[src/rtl/tdm_pkg.sv]
// Shared TDM framing constants and types for the receive and transmit ends.
package tdm_pkg;

  localparam int unsigned SLOTS  = 32;
  localparam int unsigned SLOT_W = 5;
  localparam int unsigned BITS   = 8;
  localparam int unsigned BIT_W  = 3;

  localparam logic [BITS-1:0] DEFAULT_FAS = 8'h1B;

  typedef enum logic [1:0] {
    HUNT    = 2'd0,
    PRESYNC = 2'd1,
    LOCK    = 2'd2
  } sync_state_t;

  // One deserialized payload slot as handed downstream.
  typedef struct packed {
    logic [BITS-1:0]   data;
    logic [SLOT_W-1:0] slot;
    logic              perr;
  } slot_rec_t;

endpackage

[src/rtl/tdm_slot_counter.sv]
// Loadable bit/slot position counter with end-of-slot and end-of-frame flags.
module tdm_slot_counter
  import tdm_pkg::*;
(
  input  logic              clk,
  input  logic              reset_l,
  input  logic              i_load,
  input  logic              i_en,
  output logic [SLOT_W-1:0] o_slotcnt,
  output logic              o_eos_c,
  output logic              o_eof_c
);

  logic [BIT_W-1:0]  r_bitcnt;
  logic [SLOT_W-1:0] r_slotcnt;

  // Load aligns the next cycle to slot 1 bit 0; otherwise free-run while enabled.
  always_ff @(posedge clk or negedge reset_l) begin
    if (!reset_l) begin
      r_bitcnt  <= '0;
      r_slotcnt <= '0;
    end else if (i_load) begin
      r_bitcnt  <= '0;
      r_slotcnt <= SLOT_W'(1);
    end else if (i_en) begin
      if (r_bitcnt == BIT_W'(BITS - 1)) begin
        r_bitcnt  <= '0;
        r_slotcnt <= (r_slotcnt == SLOT_W'(SLOTS - 1)) ? '0 : r_slotcnt + 1'b1;
      end else begin
        r_bitcnt <= r_bitcnt + 1'b1;
      end
    end
  end

  assign o_slotcnt = r_slotcnt;
  assign o_eos_c   = (r_bitcnt == BIT_W'(BITS - 1));
  assign o_eof_c   = o_eos_c && (r_slotcnt == '0);

endmodule

[src/rtl/tdm_sync_recovery_rx.sv]
// TDM receiver: recovers frame alignment from the slot-0 FAS and deserializes slots 1-31.
module tdm_sync_recovery_rx
  import tdm_pkg::*;
#(
  parameter logic [BITS-1:0] FAS         = DEFAULT_FAS,
  parameter int unsigned     LOSS_FRAMES = 3
) (
  input  logic              clk,
  input  logic              reset_l,
  input  logic              sdata,
  input  logic              parity,
  output logic [BITS-1:0]   pdata,
  output logic              pvalid,
  output logic [SLOT_W-1:0] timeslot,
  output logic              check,
  output logic              locked,
  output logic [1:0]        state,
  output logic [7:0]        perr_cnt
);

  localparam int unsigned MISS_W   = (LOSS_FRAMES < 2) ? 1 : $clog2(LOSS_FRAMES);
  localparam logic [7:0]  PERR_MAX = 8'hFF;

  sync_state_t       r_state;
  sync_state_t       w_state_nxt;
  logic [MISS_W-1:0] r_miss_cnt;
  logic [MISS_W-1:0] w_miss_nxt;
  logic [BITS-1:0]   r_sr;
  logic [BITS-1:0]   w_word;
  logic              r_locked;
  logic              r_pvalid;
  slot_rec_t         r_rec;
  slot_rec_t         w_rec;
  logic [7:0]        r_perr_cnt;
  logic [SLOT_W-1:0] w_slotcnt;
  logic              w_eos;
  logic              w_eof;
  logic              w_load;
  logic              w_emit;
  logic              w_cnt_en;
  logic              w_fas_hit;
  logic              w_perr;

  assign w_word    = {r_sr[BITS-2:0], sdata};
  assign w_fas_hit = (w_word == FAS);
  assign w_perr    = (^w_word) ^ parity;
  assign w_cnt_en  = (r_state != HUNT);
  assign w_rec     = {w_word, w_slotcnt, w_perr};

  tdm_slot_counter u_slot_counter (
    .clk       (clk),
    .reset_l   (reset_l),
    .i_load    (w_load),
    .i_en      (w_cnt_en),
    .o_slotcnt (w_slotcnt),
    .o_eos_c   (w_eos),
    .o_eof_c   (w_eof)
  );

  // Hunt/presync/lock decisions; payload is only emitted at slot ends 1-31 in LOCK.
  always_comb begin
    w_state_nxt = r_state;
    w_miss_nxt  = r_miss_cnt;
    w_load      = 1'b0;
    w_emit      = 1'b0;
    unique case (r_state)
      HUNT: begin
        if (w_fas_hit) begin
          w_state_nxt = PRESYNC;
          w_load      = 1'b1;
        end
      end
      PRESYNC: begin
        if (w_eof) begin
          w_state_nxt = w_fas_hit ? LOCK : HUNT;
        end
      end
      LOCK: begin
        if (w_eof) begin
          if (w_fas_hit) begin
            w_miss_nxt = '0;
          end else if (r_miss_cnt == MISS_W'(LOSS_FRAMES - 1)) begin
            w_state_nxt = HUNT;
            w_miss_nxt  = '0;
          end else begin
            w_miss_nxt = r_miss_cnt + 1'b1;
          end
        end else if (w_eos) begin
          w_emit = 1'b1;
        end
      end
      default: begin
        w_state_nxt = HUNT;
        w_miss_nxt  = '0;
      end
    endcase
  end

  // Sync state, miss counter and lock indicator registers.
  always_ff @(posedge clk or negedge reset_l) begin
    if (!reset_l) begin
      r_state    <= HUNT;
      r_miss_cnt <= '0;
      r_locked   <= 1'b0;
    end else begin
      r_state    <= w_state_nxt;
      r_miss_cnt <= w_miss_nxt;
      r_locked   <= (w_state_nxt == LOCK);
    end
  end

  // Serial shift register, slot output capture and saturating parity-error count.
  always_ff @(posedge clk or negedge reset_l) begin
    if (!reset_l) begin
      r_sr       <= '0;
      r_pvalid   <= 1'b0;
      r_rec      <= '0;
      r_perr_cnt <= '0;
    end else begin
      r_sr     <= w_word;
      r_pvalid <= w_emit;
      if (w_emit) begin
        r_rec <= w_rec;
      end
      if (w_emit && w_perr && (r_perr_cnt != PERR_MAX)) begin
        r_perr_cnt <= r_perr_cnt + 1'b1;
      end
    end
  end

  assign pdata    = r_rec.data;
  assign timeslot = r_rec.slot;
  assign check    = r_rec.perr;
  assign pvalid   = r_pvalid;
  assign locked   = r_locked;
  assign state    = r_state;
  assign perr_cnt = r_perr_cnt;

endmodule

[config.mk]
export PLATFORM = sky130hd
export DESIGN_NAME = tdm_sync_recovery_rx
export DESIGN_NICKNAME = d
export VERILOG_FILES = /design/src/rtl/tdm_pkg.sv /design/src/rtl/tdm_slot_counter.sv /design/src/rtl/tdm_sync_recovery_rx.sv
export SDC_FILE = /design/constraint.sdc
export NUM_CORES = 1
export LEC_CHECK = 0
export ABC_AREA = 1
export BUFFER_PORTS_ARGS = -buffer_cell sky130_fd_sc_hd__buf_2
export CORE_ASPECT_RATIO = 1.75
export CORE_UTILIZATION = 25
export CTS_BUF_LIST = sky130_fd_sc_hd__clkbuf_4 sky130_fd_sc_hd__clkbuf_8
export DETAILED_ROUTE_END_ITERATION = 12
export SETUP_SLACK_MARGIN = 0.1
export SKIP_LAST_GASP = 1
export SLEW_MARGIN = 10
export SYNTH_ARGS = -nofsm -noshare
export SYNTH_HDL_FRONTEND = slang
export SYNTH_SLANG_ARGS = --single-unit
[constraint.sdc]
create_clock -name clk -period 1.7 [get_ports clk]
set_input_delay 0.17 -clock clk [delete_from_list [all_inputs] [get_ports clk]]
set_output_delay 0.17 -clock clk [all_outputs]
set_load 0.02 [all_outputs]
==> results.md <==
- Drt drc: 0
- TritonCTS Buffers: 5
- Pin count of the biggest net entering global routing: 26
- Required @ worst endpoint: 1.94 ns
- Slew Limit Fails: 0
- Int Power: 0.00140 W
- Status: finished, final reports clean
- Crit path max-delay family: simple AND/OR/NAND/NOR gates
- Synth top area cells: dfrtp_1 (53%), nand2_1 (14%), ha_1 (6.1%), nand3_1 (4.7%), inv_1 (4.1%)
- Core outline area: 7910 um^2
- Seq/Total Area, Yosys: 52.8%
- Row count: 43
- Adder-cell share of the synthesized area: 6.14%
- Synth cell types: 25
- Worst reg2reg path depth: 11
- Clock Latency Late Sink: 0.30 ns
- CTS Root Cell: clkbuf_8
- HPWL Detailed: 3250 um
- Flop and latch count out of synthesis: 43
- Area leader, netlist: dfrtp_1
- Routed vias: 1621
- CTS tree: done
- Die area: 8530 um^2
- Area Growth Syn to Fin: 31.1%
- H-tree levels: 2
- Fin Setup TNS: 0 ns
- CTS Sinks: 43
- Final core occ: 33.8%
- Worst min path class: input port to flop
- Hold Path Stages: 1
- Gpl congestion: 0.742
- Clock Pin Slew Worst Setup and Hold Paths: 0.08 ns
- CP Buf/Inv Count: 2
- Syn nets: 240
- Initial Utilization: 25.8%
- YS warnings: 0
- Critical path fanouts, max: 8
- R2r setup slk: 0.13 ns
- Die X: 70.2 um
- DRT iter0 DRCs: 37
- R2R Path Start: r_sr[3]
- Fraction of layout cells with a size suffix above 1: 33.6%
- Mapped Cells: 226
- Arr. time, crit path: 1.81 ns
- Routed Wire Length: 4540 um
- Post-synth top area share: 52.8%
- Slowest-stage cell, CP: dfrtp_2
- Tot Pwr: 0.00184 W
- Layout filler cell count: 792
- Routed vias/inst: 4.45
- Global-route wire length before repair: 7520 um
- Post-route ant nets: 0
- Fmax: 638 MHz
- Max-cap violations: 0
- Overflow after GRT: 0
- Final hold viol count: 0
- Syn Area/Cell: 9.01 um^2
- Synth Area in XOR/XNOR: 3.01%
- Mapped Area: 2040 um^2
- Critical Path End Type: flop
- Num ports: 30
- Kind of critical path: flop to flop
- Ant diodes: 0
- Multiplexer share of the synthesized area: 0%
- Cell Chain, Critical Path: ha_4 > inv_4 > nand2_2 > nand2_2 > nand2_2 > nand2_2 > nand2_4 > inv_4 > nor2_8 > nand3_2 > nand2_1
- RSZ-0062 raised after global routing: true
- Largest family of logic cells by synthesized area: simple AND/OR/NAND/NOR gates
- Die Ht: 121 um
- Port Buffer Count: 29
- Min-Delay Endpoint: r_sr[0]
- Synth Area in Simple Gates: 25.9%
- Top cell by count, worst path: nand2_2
- Pre-antenna DRT Iters: 4
- Ratio of final minimum period to clock period: 92.2%
- Clock network power share: 36.0%
- Comb power frac: 7.7%
- Leak: 1.39 nW
- Wirelength per Cell: 12.5 um
- Vias in the first global route: 1693
- Maximum VDD drop: 0.319 mV
- Compound-Gate Fraction of Synth Area: 5.65%
- NumNets Final: 287
- Sw frac: 23.8%
- Aggregate global-route resource usage: 11.2%
- Initial antenna violation count: 0
- Final Setup Violations: 0
- R2R Path End: perr_cnt[3]
- Reg power frac: 56.3%
- Worst-margin pin slew: 0.488 ns
- P per Cell Area: 690 nW/um^2
- Critical Path Max Stage Delay: 0.44 ns
- Worst clock skew: 0.00753 ns
- Max Root-Sink Buffers: 2
- Hold path startpoint: sdata
- Switching power: 0.000439 W
- Slew HR: 67.4%
- Worst setup SP type: flop
- Final min period: 1.57 ns
==> worst max path at each step <==
stage | cells past startpoint | endpoint | slack (ns) | from
2_1_floorplan | 10 | timeslot[0] | 0.14 | u_slot_counter.r_bitcnt[0]
3_3_place_gp | 9 | perr_cnt[5] | 0.07 | r_sr[3]
3_5_place_dp | 9 | perr_cnt[5] | 0.05 | r_sr[3]
4_1_cts | 9 | timeslot[3] | 0.09 | u_slot_counter.r_bitcnt[0]
5_1_grt | 12 | perr_cnt[4] | 0.005 | r_sr[5]
6_report | 11 | perr_cnt[3] | 0.13 | r_sr[3]
==> sequential cells by signal, indices dropped and copies added, names as in the netlist, 2 cells and up <==
| register | count |
|---|---|
| pdata | 8 |
| perr_cnt | 8 |
| r_sr | 7 |
| timeslot | 5 |
| u_slot_counter.o_slotcnt | 5 |
| u_slot_counter.r_bitcnt | 3 |
| r_miss_cnt | 2 |
| state | 2 |
==> cells by family (layout without fill, tap and decap cells) <==
family,count (synthesis),after routing
adders and majority gates,10,10
and+or+nand+nor,116,116
AOI/OAI and AO/OA,21,21
DFF,43,43
buffers and inverters,29,77
xor gates and xnor gates,7,7
==> layout by cell type, fill, tap and decap left out, types with 2 or more instances in the layout <==
cell | Yosys | routed
nand2_1 | 76 | 67
dfrtp_1 | 43 | 42
buf_2 | 0 | 29
inv_1 | 22 | 17
nor2_1 | 12 | 12
o21ai_1 | 11 | 12
nand3_1 | 19 | 10
buf_4 | 0 | 10
nand3_2 | 1 | 9
nand2_2 | 0 | 8
inv_2 | 4 | 6
ha_4 | 0 | 6
o21ai_0 | 6 | 5
xor2_1 | 5 | 5
clkbuf_8 | 0 | 5
ha_1 | 10 | 4
inv_4 | 0 | 3
nand2_4 | 1 | 2
xnor2_1 | 2 | 2
clkbuf_4 | 0 | 2
buf_12 | 0 | 2
==> power by group through the flow <==
stage | clock [W] | sequential (W) | combinational (W)
5_1_grt | 0.000722 | 0.00104 | 0.000161
3_5_place_dp | 0 | 0.00106 | 0.0000969
3_3_place_gp | 0 | 0.00106 | 0.0000935
6_report | 0.000664 | 0.00104 | 0.000141
2_1_floorplan | 0 | 0.00105 | 0.0000545
4_1_cts | 0.000692 | 0.00104 | 0.000109
==> metrics by stage <==
step | cell area (um^2) | setup slack [ns] | instances | hold WS [ns]
after detailed placement | 2320 | 0.0527 | 346 | 0.170
after floorplan | 2040 | 0.142 | 226 | -0.126
final | 2670 | 0.132 | 364 | 0.0459
after global routing | 2670 | 0.00476 | 364 | 0.0413
after CTS | 2450 | 0.0924 | 357 | 0.0145
after global placement | 2320 | 0.0694 | 346 | 0.159
==> routing by layer <==
metal	vias up	GRT usage, %	wire length, um
met3	8	2.41	151
met1	778	12.3	1800
li1	812	-	-
met5	-	0	0
met2	23	20.0	2500
met4	0	5.38	89
==> timing repair <==
| item | CTS | global route |
|---|---|---|
| endpoints found under the hold margin | 18 | 0 |
| gates cloned | 0 | 1 |
| pin swaps | 1 | 17 |
| setup endpoints to repair | 21 | 29 |
| buffers inserted | 2 | 6 |
| hold buffers | 1 | 0 |
| resized for setup | 4 | 36 |
==> synth_stat cells <==
master / instances
o22ai_1: 1
o21ai_0: 6
nand2_1: 76
nand4_4: 1
o21ai_1: 11
nand2_4: 1
and2_4: 1
xor2_1: 5
inv_1: 22
nand3_1: 19
nand3_2: 1
nor2_8: 1
o2bb2ai_1: 1
o211ai_1: 1
nor2_2: 1
nand4_2: 1
nor2_1: 12
dfrtp_1: 43
buf_6: 3
xnor2_1: 2
o31ai_1: 1
or2_1: 1
nand4_1: 1
ha_1: 10
inv_2: 4
==> cell type report <==
cell class / instances / area, um^2 / area share (%)
flip-flops and latches: 43 / 1080 / 40.3
multi-input cells: 154 / 992 / 37.1
repair buffers: 43 / 295 / 11.1
well taps: 90 / 113 / 4.22
inverters: 26 / 105 / 3.93
clock buffers: 7 / 83.8 / 3.14
clock inverters: 1 / 5.00 / 0.187
==> worst reg2reg max path, cell delays in order, from the launching register on <==
cell,delay (ns)
dfrtp_2,0.44
ha_4,0.31
inv_4,0.04
nand2_2,0.05
nand2_2,0.06
nand2_2,0.07
nand2_2,0.07
nand2_4,0.09
inv_4,0.05
nor2_8,0.19
nand3_2,0.08
nand2_1,0.07
(Power assumes the default switching activity.)
